[src/rtl/i2c_pkg.sv]
// Shared definitions for the I2C init sequencer: state encoding, table word
// layout and the default HDMI transmitter register table.
package i2c_pkg;

   localparam int ENTRY_W = 16;
   localparam int REG_HI  = 15;
   localparam int REG_LO  = 8;
   localparam int DATA_HI = 7;
   localparam int DATA_LO = 0;

   localparam int HDMI_NUM_ENTRIES = 26;

   typedef enum logic [2:0] {
      ST_SETTLE = 3'd0,
      ST_ISSUE  = 3'd1,
      ST_ACCEPT = 3'd2,
      ST_BUSY   = 3'd3,
      ST_CHECK  = 3'd4,
      ST_DONE   = 3'd5,
      ST_FAIL   = 3'd6,
      ST_DRAIN  = 3'd7
   } seq_state_t;

   // Power-up, fixed registers, then video input/output format setup.
   function automatic logic [ENTRY_W-1:0] hdmi_init_entry(input logic [7:0] index);
      logic [ENTRY_W-1:0] word;
      case (index)
         8'd0:    word = 16'h4110;
         8'd1:    word = 16'h9803;
         8'd2:    word = 16'h9ae0;
         8'd3:    word = 16'h9c30;
         8'd4:    word = 16'h9d61;
         8'd5:    word = 16'ha2a4;
         8'd6:    word = 16'ha3a4;
         8'd7:    word = 16'he0d0;
         8'd8:    word = 16'hf900;
         8'd9:    word = 16'h1500;
         8'd10:   word = 16'h1630;
         8'd11:   word = 16'h1700;
         8'd12:   word = 16'h1846;
         8'd13:   word = 16'haf04;
         8'd14:   word = 16'h4080;
         8'd15:   word = 16'h4c04;
         8'd16:   word = 16'h4808;
         8'd17:   word = 16'h5510;
         8'd18:   word = 16'h5608;
         8'd19:   word = 16'h9620;
         8'd20:   word = 16'hd03c;
         8'd21:   word = 16'hde9c;
         8'd22:   word = 16'he460;
         8'd23:   word = 16'hfa7d;
         8'd24:   word = 16'hd6c0;
         8'd25:   word = 16'hba60;
         default: word = '0;
      endcase
      return word;
   endfunction

endpackage

[src/rtl/i2c_init_sequencer.sv]
// Walks a register table issuing one I2C write per entry, with NACK retries,
// accept timeout, and rerun on restart or a falling device interrupt.
module i2c_init_sequencer
   import i2c_pkg::*;
#(
   parameter int         NUM_ENTRIES    = 26,
   parameter int         ENTRY_W        = i2c_pkg::ENTRY_W,
   parameter logic [7:0] DEV_ADDR       = 8'h72,
   parameter int         MAX_RETRIES    = 3,
   parameter int         SETTLE_CYCLES  = 4,
   parameter int         ACCEPT_TIMEOUT = 64,
   parameter int         IDX_W          = 8
) (
   input  logic               clk_in,
   input  logic               reset,
   input  logic               restart,
   input  logic               hdmi_tx_int,
   output logic [IDX_W-1:0]   tbl_index,
   input  logic [ENTRY_W-1:0] tbl_data,
   output logic               start,
   output logic [7:0]         dev_addr,
   output logic [ENTRY_W-1:0] reg_data,
   input  logic               ready,
   input  logic               ack,
   output logic               init_done,
   output logic               init_error,
   output logic [IDX_W-1:0]   entry_count,
   output logic [3:0]         retry_count,
   output logic [2:0]         state_out
);

   localparam int               TO_W        = $clog2(ACCEPT_TIMEOUT + 1);
   localparam logic [IDX_W-1:0] LAST_IDX    = IDX_W'(NUM_ENTRIES - 1);
   localparam logic [IDX_W-1:0] ENTRY_MAX   = IDX_W'(NUM_ENTRIES);
   localparam logic [3:0]       RETRY_MAX   = 4'(MAX_RETRIES);
   localparam logic [7:0]       SETTLE_LAST = 8'(SETTLE_CYCLES - 1);
   localparam logic [TO_W-1:0]  TO_LAST     = TO_W'(ACCEPT_TIMEOUT - 1);

   seq_state_t         state_reg, state_next;
   logic [7:0]         settle_cnt_reg, settle_cnt_next;
   logic [TO_W-1:0]    timeout_cnt_reg, timeout_cnt_next;
   logic [IDX_W-1:0]   tbl_index_reg, tbl_index_next;
   logic [IDX_W-1:0]   entry_count_reg, entry_count_next;
   logic [3:0]         retry_count_reg, retry_count_next;
   logic               start_reg, start_next;
   logic [ENTRY_W-1:0] reg_data_reg, reg_data_next;
   logic               init_done_reg, init_done_next;
   logic               init_error_reg, init_error_next;

   // Interrupt synchroniser plus one history flop for edge detection.
   logic int_meta_reg, int_sync_reg, int_prev_reg;
   logic fall_event, rerun_req;
   logic attempt_ok, attempt_bad, apply_rerun;

   assign fall_event = int_prev_reg & ~int_sync_reg;
   assign rerun_req  = restart | fall_event;

   always_ff @(posedge clk_in or posedge reset) begin
      if (reset) begin
         int_meta_reg    <= 1'b1;
         int_sync_reg    <= 1'b1;
         int_prev_reg    <= 1'b1;
         state_reg       <= ST_SETTLE;
         settle_cnt_reg  <= '0;
         timeout_cnt_reg <= '0;
         tbl_index_reg   <= '0;
         entry_count_reg <= '0;
         retry_count_reg <= '0;
         start_reg       <= 1'b0;
         reg_data_reg    <= '0;
         init_done_reg   <= 1'b0;
         init_error_reg  <= 1'b0;
      end else begin
         int_meta_reg    <= hdmi_tx_int;
         int_sync_reg    <= int_meta_reg;
         int_prev_reg    <= int_sync_reg;
         state_reg       <= state_next;
         settle_cnt_reg  <= settle_cnt_next;
         timeout_cnt_reg <= timeout_cnt_next;
         tbl_index_reg   <= tbl_index_next;
         entry_count_reg <= entry_count_next;
         retry_count_reg <= retry_count_next;
         start_reg       <= start_next;
         reg_data_reg    <= reg_data_next;
         init_done_reg   <= init_done_next;
         init_error_reg  <= init_error_next;
      end
   end

   always_comb begin
      state_next       = state_reg;
      settle_cnt_next  = settle_cnt_reg;
      timeout_cnt_next = timeout_cnt_reg;
      tbl_index_next   = tbl_index_reg;
      entry_count_next = entry_count_reg;
      retry_count_next = retry_count_reg;
      start_next       = start_reg;
      reg_data_next    = reg_data_reg;
      init_done_next   = init_done_reg;
      init_error_next  = init_error_reg;
      attempt_ok       = 1'b0;
      attempt_bad      = 1'b0;
      apply_rerun      = 1'b0;

      case (state_reg)
         ST_SETTLE: begin
            if (settle_cnt_reg < SETTLE_LAST) begin
               settle_cnt_next = settle_cnt_reg + 8'd1;
            end else if (ready) begin
               settle_cnt_next = '0;
               state_next      = ST_ISSUE;
            end
         end
         ST_ISSUE: begin
            reg_data_next    = tbl_data;
            start_next       = 1'b1;
            timeout_cnt_next = '0;
            state_next       = ST_ACCEPT;
         end
         ST_ACCEPT: begin
            if (!ready) begin
               start_next = 1'b0;
               state_next = ST_BUSY;
            end else if (timeout_cnt_reg == TO_LAST) begin
               // Controller never took the request: treat like a NACK.
               start_next  = 1'b0;
               attempt_bad = 1'b1;
            end else begin
               timeout_cnt_next = timeout_cnt_reg + 1'b1;
            end
         end
         ST_BUSY:  if (ready) state_next = ST_CHECK;
         ST_CHECK: begin
            if (ack) attempt_ok  = 1'b1;
            else     attempt_bad = 1'b1;
         end
         ST_DONE:  init_done_next  = 1'b1;
         ST_FAIL:  init_error_next = 1'b1;
         ST_DRAIN: if (ready) apply_rerun = 1'b1;
         default:  state_next = ST_SETTLE;
      endcase

      if (attempt_ok) begin
         retry_count_next = '0;
         if (entry_count_reg < ENTRY_MAX) entry_count_next = entry_count_reg + 1'b1;
         if (tbl_index_reg == LAST_IDX) begin
            init_done_next = 1'b1;
            state_next     = ST_DONE;
         end else begin
            tbl_index_next  = tbl_index_reg + 1'b1;
            settle_cnt_next = '0;
            state_next      = ST_SETTLE;
         end
      end

      if (attempt_bad) begin
         if (retry_count_reg < RETRY_MAX) begin
            retry_count_next = retry_count_reg + 4'd1;
            settle_cnt_next  = '0;
            state_next       = ST_SETTLE;
         end else begin
            init_error_next = 1'b1;
            state_next      = ST_FAIL;
         end
      end

      // A rerun while the controller owns the bus waits in DRAIN; further
      // rerun requests there are absorbed.
      if (rerun_req && state_reg != ST_DRAIN) begin
         if (state_reg == ST_ACCEPT || state_reg == ST_BUSY) begin
            start_next = 1'b0;
            state_next = ST_DRAIN;
         end else begin
            apply_rerun = 1'b1;
         end
      end

      if (apply_rerun) begin
         tbl_index_next   = '0;
         entry_count_next = '0;
         retry_count_next = '0;
         init_done_next   = 1'b0;
         init_error_next  = 1'b0;
         start_next       = 1'b0;
         settle_cnt_next  = '0;
         state_next       = ST_SETTLE;
      end
   end

   assign tbl_index   = tbl_index_reg;
   assign start       = start_reg;
   assign dev_addr    = DEV_ADDR;
   assign reg_data    = reg_data_reg;
   assign init_done   = init_done_reg;
   assign init_error  = init_error_reg;
   assign entry_count = entry_count_reg;
   assign retry_count = retry_count_reg;
   assign state_out   = state_reg;

endmodule

[config.mk]
export PLATFORM = sky130hd
export DESIGN_NAME = i2c_init_sequencer
export DESIGN_NICKNAME = d
export VERILOG_FILES = /design/src/rtl/i2c_pkg.sv /design/src/rtl/i2c_init_sequencer.sv
export SDC_FILE = /design/constraint.sdc
export NUM_CORES = 1
export LEC_CHECK = 0
export BUFFER_PORTS_ARGS = -buffer_cell sky130_fd_sc_hd__buf_2
export CAP_MARGIN = 0
export CELL_PAD_IN_SITES_DETAIL_PLACEMENT = 0
export CELL_PAD_IN_SITES_GLOBAL_PLACEMENT = 2
export CORE_ASPECT_RATIO = 1.5
export CORE_MARGIN = 2
export CORE_UTILIZATION = 35
export CTS_BUF_LIST = sky130_fd_sc_hd__clkbuf_8 sky130_fd_sc_hd__clkbuf_16
export DETAILED_ROUTE_END_ITERATION = 10
export GPL_ROUTABILITY_DRIVEN = 0
export PLACE_DENSITY = 0.93
export SLEW_MARGIN = 10
export SYNTH_ARGS = -nofsm -noshare
export SYNTH_HDL_FRONTEND = slang
export SYNTH_SLANG_ARGS = --single-unit
[constraint.sdc]
create_clock -name clk_in -period 5.04 [get_ports clk_in]
set_input_delay 0.504 -clock clk_in [delete_from_list [all_inputs] [get_ports clk_in]]
set_output_delay 0.504 -clock clk_in [all_outputs]
set_load 0.005 [all_outputs]
==> metrics.md <==
| Metric | Value |
|---|---|
| Result of the run | `completed` |
| Number of post-CTS setup repair buffers | `0` |
| Post-Route Skew | `5.80 ps` |
| Cell type of the slowest stage on the worst timing path | `dfrtp_1` |
| Core box area | `8310 um2` |
| Wire per inst | `13.9 um` |
| Number of resized instances in the post-cts repair step | `0` |
| Count of flip-flops with a built-in enable after synthesis | `0` |
| Number of buffers added to fix hold violations after cts | `0` |
| Via count | `2394` |
| Clock tree from TritonCTS | `built` |
| Unrepaired setup endpoints after global routing | `false` |
| Total number of H-tree levels | `3` |
| Worst hold margin | `281 ps` |
| CTS Buffer Depth | `2` |
| Kind of cell adding the most delay to the critical path | `simple AND/OR/NAND/NOR gates` |
| Total of max-cap violations | `0` |
| Share of synthesized registers carrying an async set or reset | `100%` |
| Unique cell type count in the Yosys netlist | `55` |
| Max FFs per register | `16` |
| Global route total overflow | `0` |
| Cell chain of the critical path | `or3b_2 > o32a_1 > nor2_1 > nor3_1` |
| Arrival time reported for the critical path endpoint | `2350 ps` |
| Number of buffer and inverter instances along the worst setup path | `0` |
| Clock buffer count from CTS | `9` |
| Ratio of cells with drive above 1 in the final layout | `25.9%` |
| Row Count | `41` |
| Warnings, synthesis | `0` |
| Final hold violation count | `0` |
| Total negative setup slack | `0 ps` |
| Final critical-path required period | `2170 ps` |
| Die Footprint | `9220 um2` |
| Kind of end point of the critical path | `flip-flop` |
| Count of TritonRoute iterations in the first routing pass | `4` |
| Utilization of the core after routing | `43.3%` |
| Adder-cell share of the synthesized area | `2.54%` |
| Compound-cell area share of the yosys netlist | `12.3%` |
| Root buffer selected by CTS | `clkbuf_16` |
| Fraction of the mapped netlist area in simple logic gates | `24.9%` |
| Aggregate routed wire length | `6.63 mm` |
| Post-route fraction of the period consumed by the critical path | `43.0%` |
| Number of DRC markers in iteration 0 | `165` |
| Count of nets after finishing | `395` |
| Final setup viols | `0` |
| Pwr dens | `402 nW/um2` |
| Pre-CTS setup slack | `2900 ps` |
| Height of the chip | `117 um` |
| Final slew viol count | `0` |
| Filler Cell Count | `870` |
| Number of port buffers | `63` |
| First-pass GRT wire length | `11.0 mm` |
| HPWL after DPL | `4.63 mm` |
| Starting Density | `35.6%` |
| Pin count of the biggest net entering global routing | `61` |
| Clock sink total | `60` |
| Global-route usage over all layers | `15.4%` |
| Tightest slew margin relative to the limit | `36.1%` |
| Maximum fanout along the worst path | `21` |
| Post-synth top flop | `dfrtp_1` |
| Worst-Margin Slew | `949 ps` |
| Post-synthesis cell count | `307` |
| Initial antenna violation count | `0` |
| Average via count per standard cell | `5.01` |
| Mux contribution to synthesized area | `0.719%` |
| Clock latency at the later pin of the worst-skew pair | `320 ps` |
| Post-layout worst setup margin | `2870 ps` |
| Leakage dissipation | `1.78 nW` |
| Worst endpoint required time | `5220 ps` |
| Achievable frequency | `0.461 GHz` |
| Vias in the first global route | `2307` |
| Antenna diode count | `0` |
| Critical path class | `reg -> reg` |
| Count of pins on the block boundary | `72` |
| Remaining design rule violation count | `0` |
| Area of the mapped netlist | `2960 um2` |
| Mean instance size in the synthesized netlist | `9.64 um2` |
| Seq cells post-synth | `60` |
| Sequential fraction of the synthesis area | `50.8%` |
| Area added between synthesis and finish | `21.7%` |
| Min-delay worst type | `in -> reg` |
| Die width | `79.1 um` |
| Delay of the slowest critical-path stage | `620 ps` |
| Register clock-pin slew on the reported worst setup and hold paths | `50 ps` |
| Max VDD drop | `0.000242 V` |
| Largest family of logic cells by synthesized area | `simple AND/OR/NAND/NOR gates` |
| Launching element type of the critical path | `flip-flop` |
| Remaining number of nets flagged by the antenna check after routing | `0` |
| Area share of xor/xnor cells in the synthesized design | `2.07%` |
[cell usage after synthesis, drive strengths merged, types with 2 or more instances]
library cell  number  area [um2]
a211oi             3        22.5
a21oi             15        75.1
and3               4        25.0
and4bb             2        25.0
buf               12         101
clkbuf            11        51.3
conb               2        7.51
dfrtp             57        1430
dfstp              3        78.8
ha                 6        75.1
inv                9        33.8
nand2             64         240
nand2b             2        12.5
nand3              9        45.0
nand4              7        43.8
nor2              21        78.8
nor2b              3        18.8
nor3              10        50.1
nor3b              4        30.0
nor4b              2        17.5
o211ai             7        52.6
o21ai             11        55.1
o31ai              2        28.8
or3                6        37.5
or3b               2        17.5
or4                2        15.0
or4b               2        23.8
xor2               6        52.6
[through the flow]
step | power (mW) | cells | area, um2
finish | 1.45 | 478 | 3600
global route | 1.54 | 478 | 3600
CTS | 1.47 | 478 | 3600
detailed placement | 0.864 | 463 | 3310
global placement | 0.854 | 463 | 3310
floorplan | 0.755 | 313 | 2980
[cells by family (layout without fill, tap and decap cells)]
kind of cell | after synthesis | count (layout)
xor+xnor | 7 | 7
mux | 2 | 2
buf+inv | 32 | 90
flops | 60 | 60
fa+ha+maj | 6 | 6
simple gates | 147 | 147
other cells | 2 | 8
compound gates | 51 | 51
[power breakdown]
group	leakage, nW	switching [mW]	internal (mW)	total, mW
Clock	0.154	0.197	0.401	0.598
Combinational	0.838	0.127	0.107	0.234
Sequential	0.790	0.0491	0.566	0.616
Total	1.78	0.372	1.07	1.45
[cell usage in the layout (no fill, tap or decap), types with 2 or more instances in the layout]
cell,Yosys,layout
nand4_1,7,7
nor3_1,10,10
nand2b_1,2,2
nand3_1,9,9
a211oi_1,3,3
nor4b_1,2,2
or3b_2,2,2
xor2_1,6,6
clkbuf_8,1,2
nand2_1,64,64
nor2_1,21,21
inv_1,9,10
or4_1,2,2
o211ai_1,7,7
buf_2,0,63
clkbuf_16,0,9
ha_1,6,6
and4bb_2,2,2
dfrtp_1,57,57
or3_1,6,6
buf_4,9,3
conb_1,2,8
and3_1,4,4
o21ai_0,11,11
nor2b_1,3,3
dfstp_2,3,3
a21oi_1,15,15
nor3b_1,4,3
[final cells by class]
cell class	instances	area, um2	area share [%]
well taps	107	134	3.72
flip-flops and latches	60	1510	41.8
inverters	9	33.8	0.938
repair buffers	66	338	9.38
clock buffers	11	253	7.02
clock inverters	4	42.5	1.18
multi-input cells	221	1300	36.0
[metal layers]
layer  GRT usage, %  part of all wire (%)  vias up
li1               -                     -     1175
met1           18.0                    42     1152
met2           25.8                    52       57
met3           4.48                   4.8       10
met4           7.36                   2.1        0
met5              0                     0        -
[worst paths after layout]
kind	startpoint	end	slack, ps	cells past startpoint
max in group asynchronous	reset	tbl_index[7]$_DFFE_PP0P_	4150	3
worst min register to register	int_meta_reg$_DFF_PP1_	int_sync_reg$_DFF_PP1_	360	0
worst max-delay path	state_out[1]$_DFF_PP0_	settle_cnt_reg[4]$_DFF_PP0_	2870	4
min in group asynchronous	reset	entry_count[1]$_DFFE_PP0P_	400	3
worst min-delay path	hdmi_tx_int	int_meta_reg$_DFF_PP1_	280	1
worst max register to register	state_out[1]$_DFF_PP0_	settle_cnt_reg[4]$_DFF_PP0_	2870	4
Note: power is estimated with default switching activity, not from simulation.
